--- src/rtl/im_loader.sv ---
`default_nettype none
// ============================================================================
// Module   : im_loader
// Brief    : Loads a program image, one 32-bit word per valid/ready
//            handshake, into the instruction memory write port. Holds the CPU
//            until the image is complete and reports the image end PC.
//            Optional macro IM_LOADER_CHECKSUM_EN: the final (in_last) word is
//            a 32-bit wrapping checksum of the written words and is not
//            itself written.
// Revision : 1.0 - initial release
// ============================================================================
module im_loader #(
    parameter int          ADDR_W    = 10,
    parameter logic [31:0] BASE_ADDR = 32'h0000_3000
) (
    input  logic              clk,
    input  logic              reset,
    input  logic              start,
    input  logic              in_valid,
    input  logic [31:0]       in_data,
    input  logic              in_last,
    output logic              in_ready,
    output logic              we,
    output logic [ADDR_W-1:0] waddr,
    output logic [31:0]       wdata,
    output logic              busy,
    output logic              done,
    output logic              err,
    output logic              cpu_hold,
    output logic [ADDR_W:0]   word_count,
    output logic [31:0]       end_pc
);

    // word_count doubles as the write pointer; it is one bit wider than the
    // address so that a completely full memory is representable.
    localparam logic [ADDR_W:0] c_capacity  = {1'b1, {ADDR_W{1'b0}}};
    localparam logic [ADDR_W:0] c_last_slot = {1'b0, {ADDR_W{1'b1}}};

    typedef enum logic [1:0] {
        IDLE = 2'd0,
        LOAD = 2'd1,
        DONE = 2'd2,
        ERR  = 2'd3
    } state_t;

    state_t          r_state;
    state_t          w_next;
    logic            w_xfer;
    logic            w_write;
    logic            w_clear;
    logic [ADDR_W:0] w_count_inc;

`ifdef IM_LOADER_CHECKSUM_EN
    logic [31:0]     r_sum;
`endif

    assign w_xfer      = in_valid && in_ready;
    assign w_count_inc = word_count + 1'b1;

    // Next-state and write decision from current state and handshake
    always_comb begin
        w_next  = r_state;
        w_write = 1'b0;
        w_clear = 1'b0;
        case (r_state)
            IDLE, DONE, ERR: begin
                if (start) begin
                    w_next  = LOAD;
                    w_clear = 1'b1;
                end
            end
            LOAD: begin
                if (w_xfer) begin
`ifdef IM_LOADER_CHECKSUM_EN
                    // Checksum word is compared, never written
                    if (in_last) begin
                        w_next = (r_sum == in_data) ? DONE : ERR;
                    end else if (word_count == c_capacity) begin
                        w_next = ERR;
                    end else begin
                        w_write = 1'b1;
                    end
`else
                    w_write = 1'b1;
                    if (in_last) begin
                        w_next = DONE;
                    end else if (word_count == c_last_slot) begin
                        // Last slot filled but image continues: overflow
                        w_next = ERR;
                    end
`endif
                end
            end
            default: w_next = IDLE;
        endcase
    end

    // State register, registered status outputs and IM write port
    always_ff @(posedge clk) begin
        if (!reset) begin
            r_state    <= IDLE;
            in_ready   <= 1'b0;
            busy       <= 1'b0;
            done       <= 1'b0;
            err        <= 1'b0;
            cpu_hold   <= 1'b1;
            we         <= 1'b0;
            waddr      <= '0;
            wdata      <= '0;
            word_count <= '0;
            end_pc     <= BASE_ADDR;
        end else begin
            r_state  <= w_next;
            // Status flags follow the state being entered so they are
            // registered yet exactly aligned with the state.
            in_ready <= (w_next == LOAD);
            busy     <= (w_next == LOAD);
            done     <= (w_next == DONE);
            err      <= (w_next == ERR);
            cpu_hold <= (w_next != DONE);
            we       <= w_write;
            if (w_clear) begin
                word_count <= '0;
                end_pc     <= BASE_ADDR;
            end
            if (w_write) begin
                waddr      <= word_count[ADDR_W-1:0];
                wdata      <= in_data;
                word_count <= w_count_inc;
                end_pc     <= BASE_ADDR + (32'(w_count_inc) << 2);
            end
        end
    end

`ifdef IM_LOADER_CHECKSUM_EN
    // Running 32-bit wrapping sum of the words actually written
    always_ff @(posedge clk) begin
        if (!reset) begin
            r_sum <= '0;
        end else if (w_clear) begin
            r_sum <= '0;
        end else if (w_write) begin
            r_sum <= r_sum + in_data;
        end
    end
`endif

endmodule
`default_nettype wire

--- config.mk ---
export PLATFORM = sky130hd
export DESIGN_NAME = im_loader
export DESIGN_NICKNAME = d
export VERILOG_FILES = /design/src/rtl/im_loader.sv
export SDC_FILE = /design/constraint.sdc
export NUM_CORES = 1
export LEC_CHECK = 0
export CAP_MARGIN = 20
export CORE_UTILIZATION = 40
export DETAILED_ROUTE_END_ITERATION = 10
export GPL_TIMING_DRIVEN = 0
export PLACE_DENSITY = 0.81
export SYNTH_ARGS = -nofsm -noshare
export SYNTH_HDL_FRONTEND = slang
export SYNTH_SLANG_ARGS = --single-unit
--- constraint.sdc ---
create_clock -name clk -period 1.8 [get_ports clk]
set_input_delay 0.36 -clock clk [delete_from_list [all_inputs] [get_ports clk]]
set_output_delay 0.36 -clock clk [all_outputs]
set_load 0.02 [all_outputs]
Word-level counts from Yosys, hierarchy flattened
Cells that the tools add are included.
{"block": "word_totals", "register_bits": 92, "in_bits": 37, "output_inout_bits": 91, "wordCells": 37}
{"block": "classes", "addsub": 2, "n_eq_ne": 8, "mux": 13, "n_reduce_logical": 4}
{"cell": "32-bit 2-to-1 mux", "n": 2}
{"cell": "11-bit 2-to-1 mux", "n": 2}
{"cell": "14-bit by 13-bit adder with 15-bit output (first input constant)", "n": 1}
{"cell": "11-bit by 1-bit adder with 11-bit output (second input constant)", "n": 1}
{"cell": "11-bit by 10-bit == test with 1-bit output (second input constant)", "n": 1}
{"cell": "2-bit == test (second input constant)", "n": 4}
{"cell": "2-bit 2-to-1 mux", "n": 4}
{"cell": "2-bit by 1-bit == test with 1-bit output (second input constant)", "n": 2}
{"cell": "1-bit 2-to-1 mux", "n": 4}
{"cell": "2-bit case mux with 2 select lines", "n": 1}
{"cell": "3-bit OR reduction", "n": 1}
{"cell": "2-bit logical NOT", "n": 1}
{"cell": "2-bit inequality test (second input constant)", "n": 1}
{"cell": "2-bit nonzero test", "n": 1}
{"cell": "1-bit logical AND", "n": 1}

Logic depth before layout (Yosys ltp)
Gate-level depths: netlist (run 1).
{"block": "logic_depth", "depth_word": 6, "depth_mapped": 6, "mapped_depth_nobuf": 5}

Worst setup path before layout (run 1)
No wires, ideal clock.
{"block": "synth_path", "path_kind": "reg2reg", "start": "register word_count[0]", "end": "register end_pc[14]", "setup_ns": 0.115, "arrival_time_ns": 1.595, "t_required_ns": 1.685, "slack_ns": 0.090, "path_stages_with_launch": 6, "n_path_buf": 0, "synth_period_minus_slack_ns": 1.710, "path_cell_list": "dfxtp_1 > ha_1 > nand4_2 > o31a_1 > o21a_1 > o21a_1"}
{"block": "synth_via", "elab_chain_len": 3}
{"element": "from (decl)", "line_no": "30", "source": "output logic [ADDR_W:0] word_count,"}
{"element": "from (signal assigned)", "line_no": "129", "source": "word_count <= w_count_inc;"}
{"element": "11-bit by 1-bit adder with 11-bit output", "line_no": "58", "source": "assign w_count_inc = word_count + 1'b1;"}
{"element": "14-bit by 13-bit adder with 15-bit output", "line_no": "130", "source": "end_pc <= BASE_ADDR + (32'(w_count_inc) << 2);"}
{"element": "32-bit 2-to-1 mux", "line_no": "126", "source": "if (w_write) begin"}
{"element": "to (signal assigned)", "line_no": "130"}
{"element": "to (decl)", "line_no": "31", "source": "output logic [31:0] end_pc"}
Every way passes these cells.
A chain may end at the register's enable or synchronous reset.

Worst setup path in the final report (run 1)
{"block": "layout_path", "start": "register busy", "end": "output port busy"}
{"element": "from (decl)", "line_no": "26", "source": "output logic busy,"}
{"element": "from (signal assigned)", "line_no": "117", "source": "busy <= (w_next == LOAD);"}
No word-level cell between the ends.

==> results.py, run 1 <==
metrics = {
    "synthesis": {
        "synth-async-reset-ratio": 0,
        "yosysWarnings": 0,
        "synth_sequential_area_ratio": 0.4801,
        "synth_area_per_cell_um2": 8.340,
        "synth.most_common_cell": "nand2_1",
        "synth_cells": 305,
        "synth_edf_count": 0,
        "area_of_the_mapped_netlist_um2": 2544,
        "synth_seq_cells": 61,
        "synth_area_leader_cell": "dfxtp_1",
        "ys.flop_type": "dfxtp_1",
        "synth_top_cells_by_area": "dfxtp_1 48%, nand2_1 13%, a21oi_1 10%, buf_4 9.4%, buf_2 2.0%",
        "synth.top_cells.by_count": "87 x nand2_1, 61 x dfxtp_1, 51 x a21oi_1, 32 x buf_4, 10 x buf_2",
        "netlist.area_leader.share": 0.4801,
        "synth.distinct_cells": 37,
    },
    "power": {
        "clock_power_share": 0.359,
        "internal_power_uw": 2006,
        "seq_power_share": 0.522,
        "switchingPower_uw": 645.3,
        "pwr-share-comb": 0.119,
        "worst_ir_drop_vdd_v": 0.0004488,
        "finalPower_uw": 2651,
        "power_density_nw_per_um2": 673.4,
        "leakagePower_uw": 0.001601,
        "switching_share": 0.2434,
    },
    "finish": {
        "area_growth_pct": 54.80,
        "diodes": 0,
        "final_non_filler_cell_total": 519,
        "final_layout_size_suffix_gt1_frac": 0.1779,
        "layout_net_count": 479,
        "design_area_um2": 3938,
    },
    "route": {
        "detailroute.wirelength.met2_um": 3070,
        "route.final.wire_length_um": 6419,
        "postRouteAntennaNets": 0,
        "dr.first_iter.drc_count": 102,
        "via_per_inst": 4.678,
        "detail_route.first_pass.iterations": 4,
        "drt_drc_violations_left": 0,
        "detail_route.wirelength.met1_um": 2762,
        "routed-wl-met3_um": 507,
        "route.vias.total": 2428,
        "routed_length_per_instance_um": 12.37,
        "route.top_layer_used": "met4",
    },
    "setup_path": {
        "r2r-start": "word_count[1]",
        "timing.critical_path.slowest_stage_cell": "clkdlybuf4s50_1",
        "crit_path_max_incr_delay_ns": 0.64,
        "cp-end-kind": "output port",
        "worst_r2r_endpoint": "done",
        "worstSetupPathType": "register to output port",
        "worstSetupStartpointType": "register",
        "crit_required_ns": 1.44,
        "cp_num_buf_inv": 1,
        "crit_path_cell_trace": "clkdlybuf4s50_1",
        "cp.arrival_ns": 1.38,
        "path_delay_family": "buffers and inverters",
        "setup.reg_to_reg.worst_slack_ns": 0.09,
        "r2r_cells": 5,
        "worstPathMaxFanout": 4,
    },
    "hold_path": {
        "timing.hold.worst.start": "reset",
        "whs_path_depth": 2,
        "min-delay-path-class": "primary input to register",
        "worstHoldEndpoint": "cpu_hold",
    },
    "sta": {
        "maxClockFrequency_mhz": 576.1,
        "hold_ws_ns": 0.3776,
        "rsz0062_at_grt": "false",
        "setup_violations_final": 0,
        "fin_crit_ns": 1.736,
        "final_hold_viol_count": 0,
        "setup_tns_ns": 0,
        "timing_max_transition_violations_final": 0,
        "fin_skew_ns": 0.004604,
        "period_share": 0.9643,
    },
    "placed_design": {
        "globalplace.congestion": 0.7351,
        "placement.io_buffers": 107,
        "hpwl_um": 4687,
        "dpl-instance-area_um2": 3776,
        "placedCellCount": 505,
    },
    "clocking": {
        "clockBufferDepth": 2,
        "path_clk_slew_ns": 0.06,
        "h_tree_depth": 3,
        "post_cts.repair.setup_buffers": 0,
        "clk-insertion-delay-late_ns": 0.33,
        "cts.root.buffer_cell": "clkbuf_8",
        "hold_buffers": 0,
        "cts.sink_count": 61,
        "post_cts.resized_instances": 20,
        "tritoncts": "done",
        "cts_buffers": 9,
    },
    "floorplanning": {
        "die_w_um": 81.75,
        "die_height_um": 81.75,
        "core_um2": 6026,
        "initial_utilization": 0.4221,
        "io-pin-count": 128,
        "design.die.area_um2": 6682,
        "fp-row-count": 28,
    },
    "run": {
        "maxCapViolCount": 0,
    },
    "global_route": {
        "maximum_number_of_pins_on_one_net_before_global_route_repair": 11,
        "number_of_antenna_violations_at_the_first_check_in_global_routing": 0,
        "grt_use_total": 0.1918,
        "wire_length_of_the_first_global_routing_pass_um": 9708,
        "number_of_global_route_vias_before_repair": 2133,
        "globalRouteOverflowTotal": 0,
    },
    "status": {
        "run_status": "completed",
    },
}
logic make-up after synthesis:
kind of cell             Yosys count  share of synthesized area
AO/OA/AOI/OAI                     73                     0.1771
AND/OR/NAND/NOR                  116                     0.2061
flip-flops                        61                     0.4801
other                              1                   0.001474
buffers and inverters             53                     0.1303
adder cells (fa/ha/maj)            1                   0.004918
worst reg2reg max path, cell delays in order, from the launching register on:
cell     delay, ns
dfxtp_2       0.39
ha_1          0.26
nand4_2       0.24
o41a_1        0.44
o21ai_2       0.15
and3_1        0.17
cell type report:
class                   instances  area [µm²]
clock inverters                 3       15.01
multi-input cells             209        1065
repair buffers                107        1066
fillers                       533        2088
well taps                      75       93.84
inverters                       4       15.01
plain buffers                  49       316.6
clock buffers                  11       131.4
flip-flops and latches         61        1235
metrics by stage:
| step | setup WS [ns] | util |
|---|---|---|
| after floorplan | 0.09026 | - |
| after global placement | -0.1682 | 0.6267 |
| after detailed placement | -0.1800 | 0.6267 |
| after CTS | 0.002399 | 0.6512 |
| after global routing | 0.001102 | 0.6534 |
| final | 0.06419 | 0.6534 |
power groups by stage:
stage	sequential (µW)	combinational (µW)	clock, µW
6_report	1390	316	951
5_1_grt	1390	343	1050
4_1_cts	1390	316	980
3_5_place_dp	1420	316	0
3_3_place_gp	1410	314	0
2_1_floorplan	1440	150	0
state kept, by name, indices dropped and copies added, names as in the netlist:
name        flops
busy            1
done            1
wdata          32
err             1
word_count     10
cpu_hold        1
r_state         2
waddr          10
we              1
end_pc          2
worst max path at each step:
| stage | slack (ns) | cells after the start | endpoint | startpoint |
|---|---|---|---|---|
| after floorplan | 0.09 | 5 | end_pc[14] | word_count[0] |
| after detailed placement | -0.18 | 5 | word_count[9] | in_valid |
| after CTS | 0.002 | 2 | word_count[0] | word_count[0] |
| after global placement | -0.17 | 6 | busy | in_valid |
| final | 0.06 | 1 | busy | busy |
| after global routing | 0.001 | 1 | busy | busy |
cell usage in the layout (no fill, tap or decap), types with 7 or more instances in the layout:
cell type and n:
dfxtp_2 11, nand2_1 87, clkbuf_8 9, buf_2 10, dlygate4sd2_1 8, o21ai_0 7, buf_4 33, a21oi_1 51
dfxtp_1 50, conb_1 19, nor2_1 9, clkdlybuf4s50_1 95, clkbuf_1 8
layer usage:
layer / vias to the layer above / GRT usage
li1: 1238 / -
met3: 9 / 0.06222
met5: - / 0
met4: 0 / 0.07368
met2: 96 / 0.3231
met1: 1085 / 0.2246
Note: power is estimated with default switching activity, not from simulation.
==> inputs of run 2 (changes only) <==
Settings changed: CORE_ASPECT_RATIO set to 1.2.
==> run 2 against run 1 <==
Net effect:
- total power is 12% higher
- register-to-register slack about the same
- via count rose by 3.0%
- sequential power about the same
- final cell count rose by 1.7%
- fmax fell by 2.0%
- clock power grew 34%
- hold slack gained 0.016 ns
- core utilization up 0.65 points
- routed wire length is 5.5% higher
- die area barely moved
- clock skew rose by 0.0033 ns
- critical path type unchanged
==> results.py, run 2 (synthesis results as in run 1) <==
metrics = {
    "finish": {
        "layout.cells.most_common_list": "93 x clkdlybuf4s50_1, 87 x nand2_1, 51 x a21oi_1, 51 x dfxtp_1, 33 x buf_4",
        "layout_commonest_cell": "clkdlybuf4s50_1",
        "final_layout_size_suffix_gt1_frac": 0.1816,
        "final_non_filler_cell_total": 528,
        "largest_register": "wdata",
        "layout_net_count": 479,
        "area_growth_pct": 57.99,
        "largest_register_ff_count": 32,
        "diodes": 0,
        "reg.largest.list": "wdata: 32 flops, waddr: 10 flops, word_count: 10 flops",
        "postLayoutCoreUtil": 0.6600,
    },
    "sta": {
        "timing.max_slew.rel_slack": 0.6612,
        "final_hold_viol_count": 0,
        "setup_ws_ns": 0.02794,
        "rsz0062_at_grt": "false",
        "timing_max_transition_violations_final": 0,
        "setup_violations_final": 0,
        "period_share": 0.9845,
        "setup_tns_ns": 0,
        "fin_skew_ns": 0.007896,
        "hold_ws_ns": 0.3932,
        "fin_crit_ns": 1.772,
        "maxClockFrequency_mhz": 564.3,
        "tightest_slew_ns": 0.5082,
    },
    "global_route": {
        "global_route.usage.met2": 0.3554,
        "wire_length_of_the_first_global_routing_pass_um": 10290,
        "global_route.usage.met1": 0.2393,
        "number_of_antenna_violations_at_the_first_check_in_global_routing": 0,
        "grt_most_used_layer": "met2",
        "maximum_number_of_pins_on_one_net_before_global_route_repair": 11,
        "grt_use_total": 0.2012,
        "met3_usage": 0.03720,
        "number_of_global_route_vias_before_repair": 2182,
        "globalRouteOverflowTotal": 0,
    },
    "setup_path": {
        "r2r_cells": 5,
        "cp-end-kind": "output port",
        "crit_path_max_incr_delay_ns": 0.65,
        "crit_path_cell_trace": "clkdlybuf4s50_1",
        "cp.arrival_ns": 1.41,
        "worstSetupPathType": "register to output port",
        "worst-path-stages": 1,
        "crit_required_ns": 1.44,
        "cp_num_buf_inv": 1,
        "worstPathMaxFanout": 6,
        "timing.critical_path.slowest_stage_cell": "clkdlybuf4s50_1",
        "path_delay_family": "buffers and inverters",
        "worstSetupStartpointType": "register",
    },
    "clocking": {
        "cts_buffers": 9,
        "clk-insertion-delay-late_ns": 0.32,
        "post_cts.repair.setup_buffers": 0,
        "cts.root.buffer_cell": "clkbuf_8",
        "cts.sink_count": 61,
        "tritoncts": "done",
        "clockBufferDepth": 2,
        "path_clk_slew_ns": 0.07,
        "h_tree_depth": 3,
    },
    "route": {
        "routed_length_per_instance_um": 12.82,
        "detail_route.first_pass.iterations": 4,
        "route.final.wire_length_um": 6770,
        "via_per_inst": 4.735,
        "route.vias.total": 2500,
        "dr.first_iter.drc_count": 67,
        "drt_drc_violations_left": 0,
        "postRouteAntennaNets": 0,
    },
    "floorplanning": {
        "die_w_um": 74.80,
        "io-pin-count": 128,
        "die_height_um": 89.36,
        "fp-row-count": 31,
        "core_um2": 6090,
        "design.die.area_um2": 6683,
        "initial_utilization": 0.4177,
    },
    "hold_path": {
        "min-delay-path-class": "primary input to register",
        "whs_path_depth": 2,
    },
    "placed_design": {
        "dp_worst_setup_slack_ns": -0.1611,
        "globalplace.congestion": 0.7671,
        "hpwl_um": 4983,
        "placedCellCount": 512,
        "placement.io_buffers": 107,
    },
    "run": {
        "maxCapViolCount": 0,
    },
    "power": {
        "power_density_nw_per_um2": 741.1,
        "worst_ir_drop_vdd_v": 0.0005348,
        "leakagePower_uw": 0.001675,
    },
    "status": {
        "run_status": "completed",
    },
}
[run 2: cell count changes in the layout (fill, tap and decap cells not counted), sizes merged]
cell           before  now
bufinv              0    1
dlymetal6s2s        3    6
clkbuf             17   19
clkdlybuf4s50      95   93
clkinv              3    1
dlygate4sd2         8    7
clkinvlp            0    1
[run 2: path summary, 6_finish.rpt]
kind	from	to	slack [ns]
max	end_pc[14]	end_pc[14]	0.03
min	reset	cpu_hold	0.39
max reg2reg	word_count[0]	cpu_hold	0.10
min reg2reg	waddr[8]	waddr[8]	0.45
[run 2: metrics by stage]
stage,cell area (µm²),total power [µW]
2_1_floorplan,2611,1586
3_3_place_gp,3785,1728
3_5_place_dp,3785,1733
4_1_cts,3998,2997
5_1_grt,4019,3092
6_report,4019,2978
[run 2: cell type report]
cell class	count	area (µm²)
flip-flops and latches	61	1234
inverters	4	15.01
plain buffers	49	316.6
fillers	529	2071
clock buffers	13	168.9
well taps	82	102.6
clock inverters	3	42.54
repair buffers	107	1075
multi-input cells	209	1065
[run 2: what timing repair did]
item / 4_1_cts / 5_1_grt
hold buffers: 0 / 0
gates cloned: 0 / 0
setup endpoints to repair: 18 / 8
gates resized for setup: 18 / 7
[run 2: layer usage]
metal / up-vias / wire [µm]
met4: 0 / 98
met2: 80 / 3616
met5: - / 0
met3: 12 / 319
li1: 1239 / -
met1: 1169 / 2735
[run 2: power breakdown]
| part | internal, µW | total, µW | switching (µW) |
|---|---|---|---|
| clock | 752 | 1270 | 523 |
| sequential | 1370 | 1390 | 14.6 |
| combinational | 159 | 319 | 159 |
| total | 2280 | 2980 | 697 |
